==> src/rtl/duty_clk_ctrl.sv <==
// rtl/duty_clk_ctrl.sv - programmable low-then-high duty-cycle waveform generator
// Config handshake with shadow registers; start, stop and config changes land on period boundaries.
module duty_clk_ctrl #(
    parameter int CW         = 8,
    parameter int DEF_PERIOD = 40,
    parameter int DEF_HIGH   = 10
) (
    input  logic          clock_i,
    input  logic          reset_i,
    input  logic          enable_i,
    input  logic          cfg_valid_i,
    output logic          cfg_ready_o,
    input  logic [CW-1:0] cfg_period_i,
    input  logic [CW-1:0] cfg_high_i,
    output logic          cfg_err_o,
    output logic          wave_out_o,
    output logic          period_start_o,
    output logic          busy_o
);

    typedef enum logic {IDLE, RUN} state_t;

    localparam logic [CW-1:0] DEF_P = CW'(DEF_PERIOD);
    localparam logic [CW-1:0] DEF_H = CW'(DEF_HIGH);

    state_t        state_q, state_d;
    logic [CW-1:0] cnt_q, cnt_d;
    logic [CW-1:0] act_period_q, act_period_d;
    logic [CW-1:0] act_high_q, act_high_d;
    logic [CW-1:0] shadow_period_q, shadow_period_d;
    logic [CW-1:0] shadow_high_q, shadow_high_d;
    logic          pending_q, pending_d;
    logic          wave_q, wave_d;
    logic          cfg_err_q, cfg_err_d;

    logic xfer;
    logic cfg_ok;
    logic boundary;

    always_comb begin
        xfer     = cfg_valid_i && !pending_q;
        cfg_ok   = (cfg_period_i >= CW'(2)) && (cfg_high_i != '0) && (cfg_high_i < cfg_period_i);
        boundary = (state_q == RUN) && (cnt_q == act_period_q - CW'(1));

        state_d         = state_q;
        cnt_d           = cnt_q;
        act_period_d    = act_period_q;
        act_high_d      = act_high_q;
        shadow_period_d = shadow_period_q;
        shadow_high_d   = shadow_high_q;
        pending_d       = pending_q;
        cfg_err_d       = xfer && !cfg_ok;

        case (state_q)
            IDLE: begin
                if (xfer && cfg_ok) begin
                    act_period_d = cfg_period_i;
                    act_high_d   = cfg_high_i;
                end
                if (enable_i) begin
                    state_d = RUN;
                    cnt_d   = '0;
                end
            end
            RUN: begin
                if (boundary) begin
                    cnt_d = '0;
                    // xfer implies !pending, so the two loads never collide
                    if (pending_q) begin
                        act_period_d = shadow_period_q;
                        act_high_d   = shadow_high_q;
                        pending_d    = 1'b0;
                    end else if (xfer && cfg_ok) begin
                        act_period_d = cfg_period_i;
                        act_high_d   = cfg_high_i;
                    end
                    if (!enable_i) begin
                        state_d = IDLE;
                    end
                end else begin
                    cnt_d = cnt_q + CW'(1);
                    if (xfer && cfg_ok) begin
                        shadow_period_d = cfg_period_i;
                        shadow_high_d   = cfg_high_i;
                        pending_d       = 1'b1;
                    end
                end
            end
            default: state_d = IDLE;
        endcase

        // Decode from next state so the output pin comes straight from a flop
        wave_d = (state_d == RUN) && (cnt_d >= act_period_d - act_high_d);
    end

    always_ff @(posedge clock_i) begin
        if (reset_i) begin
            state_q         <= IDLE;
            cnt_q           <= '0;
            act_period_q    <= DEF_P;
            act_high_q      <= DEF_H;
            shadow_period_q <= DEF_P;
            shadow_high_q   <= DEF_H;
            pending_q       <= 1'b0;
            wave_q          <= 1'b0;
            cfg_err_q       <= 1'b0;
        end else begin
            state_q         <= state_d;
            cnt_q           <= cnt_d;
            act_period_q    <= act_period_d;
            act_high_q      <= act_high_d;
            shadow_period_q <= shadow_period_d;
            shadow_high_q   <= shadow_high_d;
            pending_q       <= pending_d;
            wave_q          <= wave_d;
            cfg_err_q       <= cfg_err_d;
        end
    end

    assign wave_out_o     = wave_q;
    assign period_start_o = (state_q == RUN) && (cnt_q == '0);
    assign busy_o         = (state_q == RUN);
    assign cfg_ready_o    = !pending_q;
    assign cfg_err_o      = cfg_err_q;

endmodule

==> config.mk <==
export PLATFORM = sky130hd
export DESIGN_NAME = duty_clk_ctrl
export DESIGN_NICKNAME = d
export VERILOG_FILES = /design/src/rtl/duty_clk_ctrl.sv
export SDC_FILE = /design/constraint.sdc
export NUM_CORES = 1
export LEC_CHECK = 0
export BUFFER_PORTS_ARGS = -buffer_cell sky130_fd_sc_hd__buf_4
export CAP_MARGIN = 25
export CORE_MARGIN = 2
export CORE_UTILIZATION = 54
export CTS_CLUSTER_SIZE = 28
export DETAILED_ROUTE_END_ITERATION = 7
export GPL_TIMING_DRIVEN = 1
export HOLD_SLACK_MARGIN = 0.1
export PLACE_DENSITY = 0.87
export RECOVER_POWER = 100
export REMOVE_ABC_BUFFERS = 1
export SETUP_SLACK_MARGIN = 0.02
export SYNTH_ARGS = -nofsm -noshare
export SYNTH_HDL_FRONTEND = slang
export SYNTH_SLANG_ARGS = --single-unit
==> constraint.sdc <==
create_clock -name clock_i -period 4.1 [get_ports clock_i]
set_input_delay 0.615 -clock clock_i [delete_from_list [all_inputs] [get_ports clock_i]]
set_output_delay 0.615 -clock clock_i [all_outputs]
set_load 0.1 [all_outputs]
== Word-level counts from Yosys, hierarchy flattened ==
Index checks and enable logic that the tools add are counted.

* Register bits after elaboration: 44
* Input port bits: 20
* Output and inout port bits: 5
* Logic and storage cells: 49

* Multiplexer cells: 16
* $lt $le $gt $ge: 3
* Reductions and logical operators: 15
* Add/sub/neg operators: 3
* Equal/unequal tests: 1
* Bitwise gates (word level): 2

{| class="wikitable"
|+ Operators by type and width
! kind !! number
|-
| 8-bit two-way mux || 8
|-
| 8-bit one-hot mux with 2 select lines || 3
|-
| 8-bit by 1-bit adder with 8-bit output, second input constant || 1
|-
| 8-bit == test || 1
|-
| 8-bit by 2-bit greater-or-equal comparator with 1-bit output, second input constant || 1
|-
| 8-bit greater-or-equal comparator || 1
|-
| 1-bit logical AND || 8
|-
| 8-bit logical NOT || 1
|-
| 8-bit less-than comparator || 1
|-
| 8-bit nonzero test || 1
|-
| 8-bit by 1-bit subtractor with 8-bit output, second input constant || 1
|-
| 8-bit subtractor || 1
|-
| 1-bit two-way mux || 4
|-
| 3-bit AND reduction || 1
|-
| 1-bit logical NOT || 2
|-
| 1-bit NOT || 2
|-
| 1-bit one-hot mux with 2 select lines || 1
|-
| 2-bit AND reduction || 1
|-
| 2-bit nonzero test || 1
|}

== Logic depth before layout (Yosys ltp) ==
* Word-level depth: 11
* Mapped depth: 23
* Gate-level depth less buffers: 22

== Worst setup path after synthesis ==
OpenSTA, ideal clock, no wires.

* Kind: reg-to-output
* Start: register state_q (netlist: busy_o)
* End: output port period_start_o
* Path buffers: 0
* Data required time: 3.485 ns
* Arrival: 4.421 ns
* Path slack: -0.936 ns
* Cell stages (with the launch flop): 3
* Cells stage by stage: dfxtp_1 inv_1 nor4b_1

* Cells in the longest elaborated chain, start to end: 1

{| class="wikitable"
|+ Ends and longest elaborated chain
! element !! RTL line !! source
|-
| start: declaration || 26 || <nowiki>state_t state_q, state_d;</nowiki>
|-
| start signal: assignment || 108 || <nowiki>state_q <= state_d;</nowiki>
|-
| 1-bit logical AND || 121 || <nowiki>assign period_start_o = (state_q == RUN) && (cnt_q == '0);</nowiki>
|-
| end: declaration || 17 || <nowiki>output logic period_start_o,</nowiki>
|}

No other way between the ends.

== Worst setup path in the final report ==
* Start: register act_period_q[0]
* End: register wave_q (netlist: wave_out_o)

* Cells in the longest elaborated chain, start to end: 8
* Elaborated cells on any way between the ends: 16
* Those cells by class: 2 x add/sub; 1 x order compare; 1 x eq/ne; 10 x mux; 2 x reduce/logical

{| class="wikitable"
|+ Ends and longest elaborated chain
! element !! RTL line !! source
|-
| start: declaration || 28 || <nowiki>logic [CW-1:0] act_period_q, act_period_d;</nowiki>
|-
| start signal: assignment || 110 || <nowiki>act_period_q <= act_period_d;</nowiki>
|-
| 8-bit by 1-bit subtractor with 8-bit output || 43 || <nowiki>boundary = (state_q == RUN) && (cnt_q == act_period_q - CW'(1));</nowiki>
|-
| 8-bit == test || 43 ||
|-
| 1-bit logical AND || 43 ||
|-
| 8-bit two-way mux || 66 || <nowiki>if (boundary) begin</nowiki>
|-
| 8-bit one-hot mux with 2 select lines || 54 || <nowiki>case (state_q)</nowiki>
|-
| net act_high_d[0] || 29 || <nowiki>logic [CW-1:0] act_high_q, act_high_d;</nowiki>
|-
| 8-bit subtractor || 93 || <nowiki>wave_d = (state_d == RUN) && (cnt_d >= act_period_d - act_high_d);</nowiki>
|-
| 8-bit greater-or-equal comparator || 93 ||
|-
| 1-bit logical AND || 93 ||
|-
| end signal: assignment || 115 || <nowiki>wave_q <= wave_d;</nowiki>
|-
| end: declaration || 33 || <nowiki>logic wave_q, wave_d;</nowiki>
|}

The timed path passes the listed nets, and every way through them passes these cells.
A chain may end at the register's enable or synchronous reset.

==> impl_metrics.py <==
metrics = {
    "outcome": {
        "status": "finished with violations",
        "failed_checks": "negative setup slack",
    },
    "cts": {
        "clockRootBuffer": "clkbuf_8",
        "cts_inserted_buffers": 5,
        "path_clk_slew_ns": 0.09,
        "clock-sinks": 44,
        "cts_htree_levels": 2,
        "clockBufferDepth": 2,
        "cts_tree": "built",
        "ctsHoldBuffers": 0,
        "clk_latency_ns": 0.32,
    },
    "final_layout": {
        "stdcell_area_um2": 3960,
        "syn2layout_area_growth_pct": 29.0,
        "final_util": 0.718,
        "fin_cells": 519,
        "layout-drive-gt1-share": 0.273,
        "nets": 494,
        "diodes": 0,
    },
    "route": {
        "ant_nets": 0,
        "drt_wl_total_mm": 9.63,
        "routed_via_density": 6.19,
        "dr.pass1.iters": 5,
        "drc": 0,
        "wl_per_cell_um": 18.6,
        "num_vias": 3212,
        "drtIter0Drc": 294,
    },
    "yosys": {
        "synth_cell_types": 56,
        "synth_edf_count": 0,
        "synthCells": 365,
        "syn_area_per_cell_um2": 8.40,
        "synth_area_leader_cell": "dfxtp_1",
        "synth_top_area_share": 0.287,
        "ys.flop_type": "dfxtp_1",
        "syn_area_um2": 3070,
        "async_flop_share": 0,
        "synth_seq_cells": 44,
        "ys_seq_area_frac": 0.287,
        "synth_area_leaders": "dfxtp_1 (29%), ha_1 (10%), mux2i_1 (6.5%), nor2_1 (5.5%), nand2b_1 (3.5%)",
        "yosysWarningCount": 0,
    },
    "sta": {
        "tns_ns": -0.539,
        "drv_slew": 0,
        "fin_ws_ns": -0.539,
        "slew_headroom": 0.224,
        "period_share": 1.13,
        "fmax_ghz": 0.216,
        "finClkSkew_ns": 0.0133,
        "fin_crit_ns": 4.64,
        "hold_viol_final": 0,
        "rsz0062_at_grt": "true",
        "worstMarginPinSlew_ns": 1.17,
        "holdWs_ns": 0.506,
        "setup_viol": 1,
    },
    "grt": {
        "grt_max_degree": 44,
        "grt_pass1_vias": 3197,
        "grt_overflow": 0,
        "grt_use_total": 0.315,
        "grt_pass1_wl_mm": 15.1,
        "antenna_found_initial": 0,
    },
    "die": {
        "die-area_um2": 6300,
        "core_area_um2": 5510,
        "io_pins": 25,
        "die_x_um": 79.3,
        "row_count": 27,
        "start_util": 0.557,
        "die_h_um": 79.3,
    },
    "flow_run": {
        "cap_violations": 0,
    },
    "setup_path": {
        "critPathTopFamily": "compound AO/OA/AOI/OAI gates",
        "worstPathArrival_ns": 4.85,
        "slowest_stage": "or4_4",
        "cpPeakStageDelay_ns": 0.50,
        "cp-start-kind": "flip-flop",
        "criticalPathCategory": "reg2reg",
        "worst_setup_path_end_kind": "flip-flop",
        "critPathRequiredTime_ns": 4.32,
        "worstPathCellList": "inv_1, ha_2, or3b_4, or4_4, a2111oi_4, o211ai_4, buf_6, o31ai_4, a22oi_2, ha_2, fa_2, inv_2, a21oi_1, o21bai_1, a21o_1, a21oi_2, xor2_1, ha_1, o21ai_1, a21oi_1, o21a_1",
        "cp_num_buf_inv": 3,
        "cp_max_fo": 6,
        "r2r_slack_ns": -0.54,
    },
    "power_and_ir_drop": {
        "p_per_area_nw_per_um2": 349,
        "power_leakage_nw": 1.91,
        "peakVddDrop_mv": 0.248,
        "total_power_mw": 1.38,
    },
    "hold_path": {
        "hold_class": "reg2reg",
    },
    "placement": {
        "port_buffers": 24,
        "gp_congestion": 0.926,
        "postPlaceCellArea_um2": 3710,
        "dp_hpwl_mm": 6.44,
        "dp.cells": 505,
        "place_ws_ns": -0.598,
    },
}
flip-flops by register name, indices dropped and copies added (netlist names):
register / cells
act_high_q: 8
act_period_q: 8
cnt_q: 8
shadow_high_q: 8
shadow_period_q: 8
busy_o: 1
cfg_err_o: 1
pending_q: 1
wave_out_o: 1
kinds of logic (layout without fill, tap and decap cells):
| family | after synthesis | after routing | share of synthesized area |
|---|---|---|---|
| AOI/OAI and AO/OA | 93 | 93 | 0.222 |
| xor gates and xnor gates | 14 | 14 | 0.0400 |
| adders and majority gates | 26 | 26 | 0.109 |
| buffers and inverters | 41 | 123 | 0.0559 |
| DFF | 44 | 44 | 0.287 |
| muxes | 20 | 20 | 0.0653 |
| and+or+nand+nor | 127 | 127 | 0.220 |
worst paths after layout:
check	startpoint	to	cells past startpoint
max	act_period_q[0]	wave_out_o	21
min	shadow_period_q[5]	shadow_period_q[5]	1
max reg2reg	act_period_q[0]	wave_out_o	21
min reg2reg	shadow_period_q[5]	shadow_period_q[5]	1
worst reg2reg max path: stages (launching register included):
cell and delay, ns:
dfxtp_1 0.32, inv_1 0.06, ha_2 0.18, or3b_4 0.38
or4_4 0.50, a2111oi_4 0.35, o211ai_4 0.20, buf_6 0.20
o31ai_4 0.26, a22oi_2 0.16, ha_2 0.25, fa_2 0.38
inv_2 0.05, a21oi_1 0.06, o21bai_1 0.20, a21o_1 0.16
a21oi_2 0.06, xor2_1 0.16, ha_1 0.28, o21ai_1 0.12
a21oi_1 0.06, o21a_1 0.17
final cells by class:
| type | instances | area, um2 |
|---|---|---|
| Timing Repair Buffer | 93 | 687 |
| Clock inverter | 1 | 30.0 |
| Fill cell | 386 | 1550 |
| Multi-Input combinational cell | 280 | 2110 |
| Clock buffer | 5 | 68.8 |
| Tap cell | 72 | 90.1 |
| Sequential cell | 44 | 882 |
| Inverter | 24 | 90.1 |
layout by cell type (no fill, tap or decap), drive strengths merged, types with 12 or more instances in the layout:
master	n
a21oi	16
nor2	46
nand2b	17
o31ai	12
buf	89
inv	24
nor2b	15
dfxtp	44
ha	25
mux2i	20
o21ai	12
layer usage:
layer	wire length [um]	track usage
met5	0	0
met3	620	0.0545
met2	4650	0.538
met4	510	0.184
met1	3860	0.367
Yosys cell counts (all sizes together), types with 4 or more instances:
cell and n:
o21ai 12, ha 25, and2 4, or2 4
a22o 5, o22ai 5, mux2i 20, o31ai 12
xnor2 9, inv 24, a22oi 8, nor2b 15
a21o 11, xor2 5, buf 6, nor3b 4
clkbuf 11, nor2 46, nand2b 17, dfxtp 44
a211o 6, a21oi 16, nor3 6, nor4 4
nand3 4, nand2 9, and3 4
power by group:
group	internal, mW	switching, mW	leakage [nW]
Clock	0.175	0.159	0.0501
Combinational	0.272	0.301	1.50
Sequential	0.453	0.0197	0.360
Total	0.900	0.480	1.91
repair_timing:
item,in CTS,in global routing
setup endpoints to repair,1,1
pin swaps,12,0
setup buffers,8,0
resized for setup,21,5
hold endpoints to repair,0,0
No activity file was read; power rests on OpenSTA's default activity.
